===== src/rtl/gate_unit.sv =====
// rtl/gate_unit.sv - bitwise gate unit with 2-entry result buffer; GATE_CNT_EN adds handshake counter
module gate_unit #(
    parameter int WIDTH = 8,
    parameter int CNT_W = 16
) (
    input  logic             clk,
    input  logic             rst,
    input  logic             in_valid,
    output logic             in_ready,
    input  logic [WIDTH-1:0] a,
    input  logic [WIDTH-1:0] b,
    input  logic [2:0]       op,
    output logic             out_valid,
    input  logic             out_ready,
    output logic [WIDTH-1:0] c,
    output logic             c_all,
    output logic             c_any
`ifdef GATE_CNT_EN
    ,
    output logic [CNT_W-1:0] count
`endif
);

    localparam int EW = WIDTH + 2;

    // Each entry packs {c_any, c_all, c}
    logic [EW-1:0]    buf_q [2];
    logic             wr_ptr;
    logic             rd_ptr;
    logic [1:0]       occ;
    logic [1:0]       occ_next;
    logic             in_ready_q;
    logic             push;
    logic             pop;
    logic [WIDTH-1:0] res;

    always_comb begin
        res = a;
        case (op)
            3'b000:  res = a & b;
            3'b001:  res = a | b;
            3'b010:  res = a ^ b;
            3'b011:  res = ~(a & b);
            3'b100:  res = ~(a | b);
            3'b101:  res = ~(a ^ b);
            3'b110:  res = ~a;
            default: res = a;
        endcase
    end

    assign push = in_valid && in_ready_q;
    assign pop  = (occ != 2'd0) && out_ready;

    always_comb begin
        occ_next = occ;
        if (push && !pop)
            occ_next = occ + 2'd1;
        else if (!push && pop)
            occ_next = occ - 2'd1;
    end

    // in_ready is a register so it never follows out_ready combinationally
    always_ff @(posedge clk or posedge rst) begin
        if (rst) begin
            buf_q[0]   <= '0;
            buf_q[1]   <= '0;
            wr_ptr     <= 1'b0;
            rd_ptr     <= 1'b0;
            occ        <= 2'd0;
            in_ready_q <= 1'b0;
        end else begin
            if (push) begin
                buf_q[wr_ptr] <= {|res, &res, res};
                wr_ptr        <= ~wr_ptr;
            end
            if (pop)
                rd_ptr <= ~rd_ptr;
            occ        <= occ_next;
            in_ready_q <= (occ_next != 2'd2);
        end
    end

    assign in_ready  = in_ready_q;
    assign out_valid = (occ != 2'd0);
    assign c         = buf_q[rd_ptr][WIDTH-1:0];
    assign c_all     = buf_q[rd_ptr][WIDTH];
    assign c_any     = buf_q[rd_ptr][WIDTH+1];

`ifdef GATE_CNT_EN
    always_ff @(posedge clk or posedge rst) begin
        if (rst)
            count <= '0;
        else if (pop)
            count <= count + CNT_W'(1);
    end
`endif

endmodule


===== config.mk =====
export PLATFORM = sky130hd
export DESIGN_NAME = gate_unit
export DESIGN_NICKNAME = d
export VERILOG_FILES = /design/src/rtl/gate_unit.sv
export SDC_FILE = /design/constraint.sdc
export NUM_CORES = 1
export LEC_CHECK = 0
export BUFFER_PORTS_ARGS = -buffer_cell sky130_fd_sc_hd__buf_2
export CAP_MARGIN = 20
export CORE_MARGIN = 5
export CORE_UTILIZATION = 51
export CTS_CLUSTER_DIAMETER = 100
export DETAILED_ROUTE_END_ITERATION = 12
export MAX_ROUTING_LAYER = met4
export PLACE_DENSITY = 0.89
export SLEW_MARGIN = 20
export SYNTH_ARGS = -nofsm -noshare
export SYNTH_HDL_FRONTEND = slang
export SYNTH_SLANG_ARGS = --single-unit

===== constraint.sdc =====
create_clock -name clk -period 1.5 [get_ports clk]
set_input_delay 0.075 -clock clk [delete_from_list [all_inputs] [get_ports clk]]
set_output_delay 0.075 -clock clk [all_outputs]
set_load 0.05 [all_outputs]

# After elaboration in Yosys (flattened, before gate mapping)
# Index checks and enable logic that the tools add are counted.
dict set report op_classes {
  bitwise 11
  n_eq_ne 7
  magnitude_cmp 3
  n_reduce_logical 11
  n_mux 9
  addsub 2
}
# operator count
set ops {}
lappend ops {{8-bit case mux with 7 select lines} 1}
lappend ops {{10-bit two-way mux} 4}
lappend ops {{8-bit inverter} 4}
lappend ops {{20-bit bitwise mux} 1}
lappend ops {{10-bit demux with 1-bit select} 1}
lappend ops {{3-bit equality test (second input constant)} 3}
lappend ops {{8-bit bitwise AND} 1}
lappend ops {{8-bit OR} 1}
lappend ops {{8-bit AND reduction} 1}
lappend ops {{8-bit OR reduction} 1}
lappend ops {{8-bit XOR} 1}
lappend ops {{3-bit by 2-bit equality test with 1-bit output (second input constant)} 2}
lappend ops {{1-bit logical AND} 5}
lappend ops {{2-bit >= comparator (second input constant)} 2}
lappend ops {{2-bit two-way mux} 2}
lappend ops {{1-bit inverter with 2-bit output} 2}
lappend ops {{3-bit by 1-bit equality test with 1-bit output (second input constant)} 1}
lappend ops {{3-bit zero test} 1}
lappend ops {{2-bit by 1-bit adder with 2-bit output (second input constant)} 1}
lappend ops {{1-bit zero test} 2}
lappend ops {{2-bit by 1-bit less-than comparator with 1-bit output (second input constant)} 1}
lappend ops {{2-bit != test (second input constant)} 1}
lappend ops {{1-bit inverter} 2}
lappend ops {{2-bit nonzero test} 1}
lappend ops {{2-bit by 1-bit subtractor with 2-bit output (second input constant)} 1}
dict set report word_totals {
  inputBits 23
  out_inout_bits 12
  regBits 25
}

# Longest topological paths before layout
dict set report depth {
  depth_word 6
  ltp_mapped 8
}

# Least setup slack after synthesis
# Ideal clock, no wire load.
dict set report synth_timing {
  kind {register to register}
  from {register in_ready_q, in the netlist in_ready}
  to {register buf_q[14] (netlist name)}
  synth_period_minus_slack_ns 1.788
  setup_time_ns 0.142
  slack_ns -0.288
  t_arrival_ns 1.646
  path_buffers 2
  stages_incl_launch_ff 7
  path_cell_list {dfrtp_1 > nand2_1 > or2_2 > clkbuf_1 > clkbuf_1 > nand2_1 > o21ai_0}
}
dict set report synth_via {
  elab_chain_len 1
}
# element line_no
set synth_lines {}
lappend synth_lines {{start, declared} 32} ;# logic in_ready_q;
lappend synth_lines {{start signal, assigned} 79} ;# in_ready_q <= (occ_next != 2'd2);
lappend synth_lines {{1-bit logical AND} 51} ;# assign push = in_valid && in_ready_q;
lappend synth_lines {{end signal, assigned by index} 73} ;# buf_q[wr_ptr] <= {|res, &res, res};
lappend synth_lines {{end, declared} 27} ;# logic [EW-1:0] buf_q [2];
# No other way between the ends.
# A chain may end at the register's enable or synchronous reset.

# Worst setup path in the final report
dict set report layout_timing {
  from {register occ[1]}
  to {register in_ready_q, in the netlist in_ready}
}
dict set report layout_via {
  elab_chain_len 6
}
# element line_no
set layout_lines {}
lappend layout_lines {{start, declared} 30} ;# logic [1:0] occ;
lappend layout_lines {{start signal, assigned} 78} ;# occ <= occ_next;
lappend layout_lines {{parallel branches: the longest is 4 deep, another holds 2-bit by 1-bit subtractor with 2-bit output} n/a}
lappend layout_lines {{2-bit two-way mux *} 56} ;# if (push && !pop)
lappend layout_lines {{via occ_next[1]} 31} ;# logic [1:0] occ_next;
lappend layout_lines {{2-bit != test *} 79}
# Mark *: on every way through the listed nets, which the timed path passes.

==> reports/summary.txt <==
status - finished with violations
violated checks - setup timing
worst hold-check slack - 0.163 ns
I/O pin count - 35
Max Clock Skew - 0.00485 ns
GPL Wtd Cong - 0.924
Final Hold Viols - 0
H-tree depth - 1
placed inst area - 2520 µm²
remaining global-route overflow - 0
RSZ-0062 raised after global routing - yes
routed vias - 2097
Rows - 22
latest clock arrival within the worst-skew pair - 0.26 ns
worst setup path end - in_ready
Pleak - 0.00135 µW
clock buffer depth - 2
Filler cells - 229
clk sinks - 25
DR WL/cell - 18.0 µm
largest net degree at the start of global routing - 26
worst-path maximum fanout - 3
power share of the combinational group - 61.6%
Crit. End Element - flop
Post-Synthesis Cell Area - 2000 µm²
initial antenna violation count - 0
Int Power - 2020 µW
reg2reg end - in_ready
worst vdd ir - 1490 µV
CTS buffer count - 3
DP Wirelength - 3.95 mm
share of post-route cells with drive strength above 1 - 47.9%
PnR worst setup slack - -0.106 ns
GRT Resource Usage Total - 19.7%
register area share after synthesis - 31.2%
Final Cycle Share - 107%
NetSw - 1890 µW
Reg clk slew, reported paths - 0.09 ns
Slew @ Worst Pin - 0.405 ns
drt initial violations - 217
Max Freq - 623 MHz
Die Y - 72.7 µm
worst rel slew slack - 72.9%
Setup Crit Path Kind - flop to flop
Storage cell area - 628 µm²
Clock power frac - 10.0%
Detailed Routing Iterations Pass 1 - 5
worst r2r src - occ[1]
Max Cap Viol - 0
CP arrival - 1.81 ns
Startpoint Class - flop
Post-Syn Nets - 271
post-layout minimum cycle time - 1.61 ns
initial core utilization - 53.5%
multi-input logic area - 1480 µm²
number of nets in the layout - 348
FF-to-FF setup slack - -0.11 ns
Critical Path RT - 1.70 ns
CP startpoint - occ[1]
area of all placed cells without fillers - 2910 µm²
vias in the first global route - 1909
die extent in x - 72.7 µm
setup violators final - 4
max-slew violations - 0
register bit total from synthesis - 25
clk root buf - clkbuf_8
input/output buffers - 34
remaining antenna violation count after routing - 0
first-pass GRT wire length - 8.25 mm
syn_area_per_cell - 8.67 µm²
Synth Instances - 231
number of antenna repair diodes - 0
Vias per Instance - 5.91
Area Overhead vs Synth - 45.3%
CTS tree - yes
WL final - 6.38 mm
cells on worst reg2reg path - 8
Synth cell types - 54
die area - 5280 µm²
fin util - 77.8%
Hold Crit Class - primary input to flop
post-route DRC violation count - 0
Sw Share - 48.4%
placed cell count - 346
Reg power frac - 28.3%
Core ar. - 3740 µm²
YS warnings - 0
power per standard cell area - 1340 nW/µm²
fin cells - 355
post-placement setup slack - -0.341 ns
synth_stat cells, drive strengths merged:
cell type	instances	area share, %
a2111oi	4	3.0
a211oi	4	1.5
a21o	1	0.37
a21oi	7	1.9
a221o	1	0.50
a2bb2oi	1	0.44
a31o	1	0.44
a31oi	2	0.62
a32o	2	1.0
and2	2	0.63
and2b	1	0.37
and3	3	1.2
and4	3	1.4
buf	7	3.0
clkbuf	4	0.75
dfrtp	25	31
ha	17	11
inv	24	4.5
mux2	10	5.6
mux2i	3	1.5
nand2	26	4.9
nand2b	6	1.9
nand3	3	0.75
nand4bb	1	0.56
nor2	13	2.4
nor2b	9	2.8
nor3	2	0.50
nor3b	1	0.37
nor4b	1	0.44
o211ai	1	0.37
o21a	2	0.75
o21ai	26	6.5
o221ai	1	0.44
o22ai	3	0.94
o2bb2ai	2	0.87
o311a	1	0.50
o31a	1	0.44
o31ai	1	0.37
o32ai	3	1.3
or2	2	0.63
or3	1	0.31
xnor2	1	0.44
xor2	2	0.87
kinds of logic (layout without fill, tap and decap cells):
family / after synthesis / in the layout / share of synthesized area (%)
AND/OR/NAND/NOR: 74 / 74 / 19.2
AO/OA/AOI/OAI: 64 / 64 / 22.3
buffers and inverters: 35 / 111 / 8.24
flip-flops: 25 / 25 / 31.2
adder cells (fa/ha/maj): 17 / 17 / 10.6
multiplexers: 13 / 13 / 7.12
XOR/XNOR: 3 / 3 / 1.31
layout make-up:
| type | count | area share, % |
|---|---|---|
| Inverter | 24 | 3.52 |
| Timing Repair Buffer | 83 | 20.4 |
| Tap cell | 48 | 2.06 |
| Clock buffer | 4 | 1.55 |
| Multi-Input combinational cell | 171 | 50.9 |
| Sequential cell | 25 | 21.6 |
timing repair:
item / CTS / global route
cloned: 0 / 0
setup buffers: 0 / 5
endpoints found under the hold margin: 25 / 0
pin swaps: 2 / 19
hold buffers: 1 / 0
setup endpoints to repair: 16 / 17
resized for setup: 7 / 57
registers in the layout, indices dropped and copies added, names as in the netlist:
name and count:
buf_q 20, wr_ptr 1, rd_ptr 1, in_ready 1, occ 2
stage by stage:
stage               TNS (ns)  total power (µW)
floorplan                  0              2600
global placement       -1.66              3040
detailed placement     -3.34              3130
CTS                        0              3530
global route          -0.562              4110
finish                -0.371              3910
placed cells by master (no fill, tap or decap), drive strengths merged, types with 7 or more instances in the layout:
cell type	instances
nand2	26
mux2	10
buf	80
dfrtp	25
nor2	13
nor2b	9
a21oi	7
ha	17
o21ai	26
inv	22
power groups by stage:
stage | sequential [µW] | combinational, µW | clock, µW
finish | 1110 | 2410 | 393
global route | 1140 | 2550 | 422
CTS | 1140 | 2000 | 386
detailed placement | 1150 | 1970 | 0
global placement | 1130 | 1900 | 0
floorplan | 1090 | 1510 | 0
layer usage:
| layer | vias up | wire [µm] | GRT usage (%) |
|---|---|---|---|
| li1 | 965 | - | - |
| met1 | 1010 | 2450 | 23.7 |
| met2 | 105 | 3340 | 34.8 |
| met3 | 17 | 434 | 2.62 |
| met4 | 0 | 155 | 4.71 |
| met5 | - | 0 | - |
critical path, stage by stage, from the launching register on:
cell      delay (ns)
dfrtp_1         0.41
inv_1           0.06
ha_1            0.20
nor2b_2         0.17
buf_4           0.14
nand2_1         0.12
o211ai_1        0.18
o31ai_2         0.16
nand2b_4        0.09
how the worst min path moves through the flow:
stage | startpoint | endpoint | slack (ns) | cells after the start
after floorplan | rst | buf_q[0] | 0.10 | 1
after global placement | rst | buf_q[3] | 0.13 | 3
after detailed placement | rst | rd_ptr | 0.13 | 3
after CTS | in_valid | wr_ptr | 0.16 | 4
after global routing | in_valid | wr_ptr | 0.17 | 4
final | in_valid | wr_ptr | 0.16 | 4
Power figures use the tool's default switching activity.
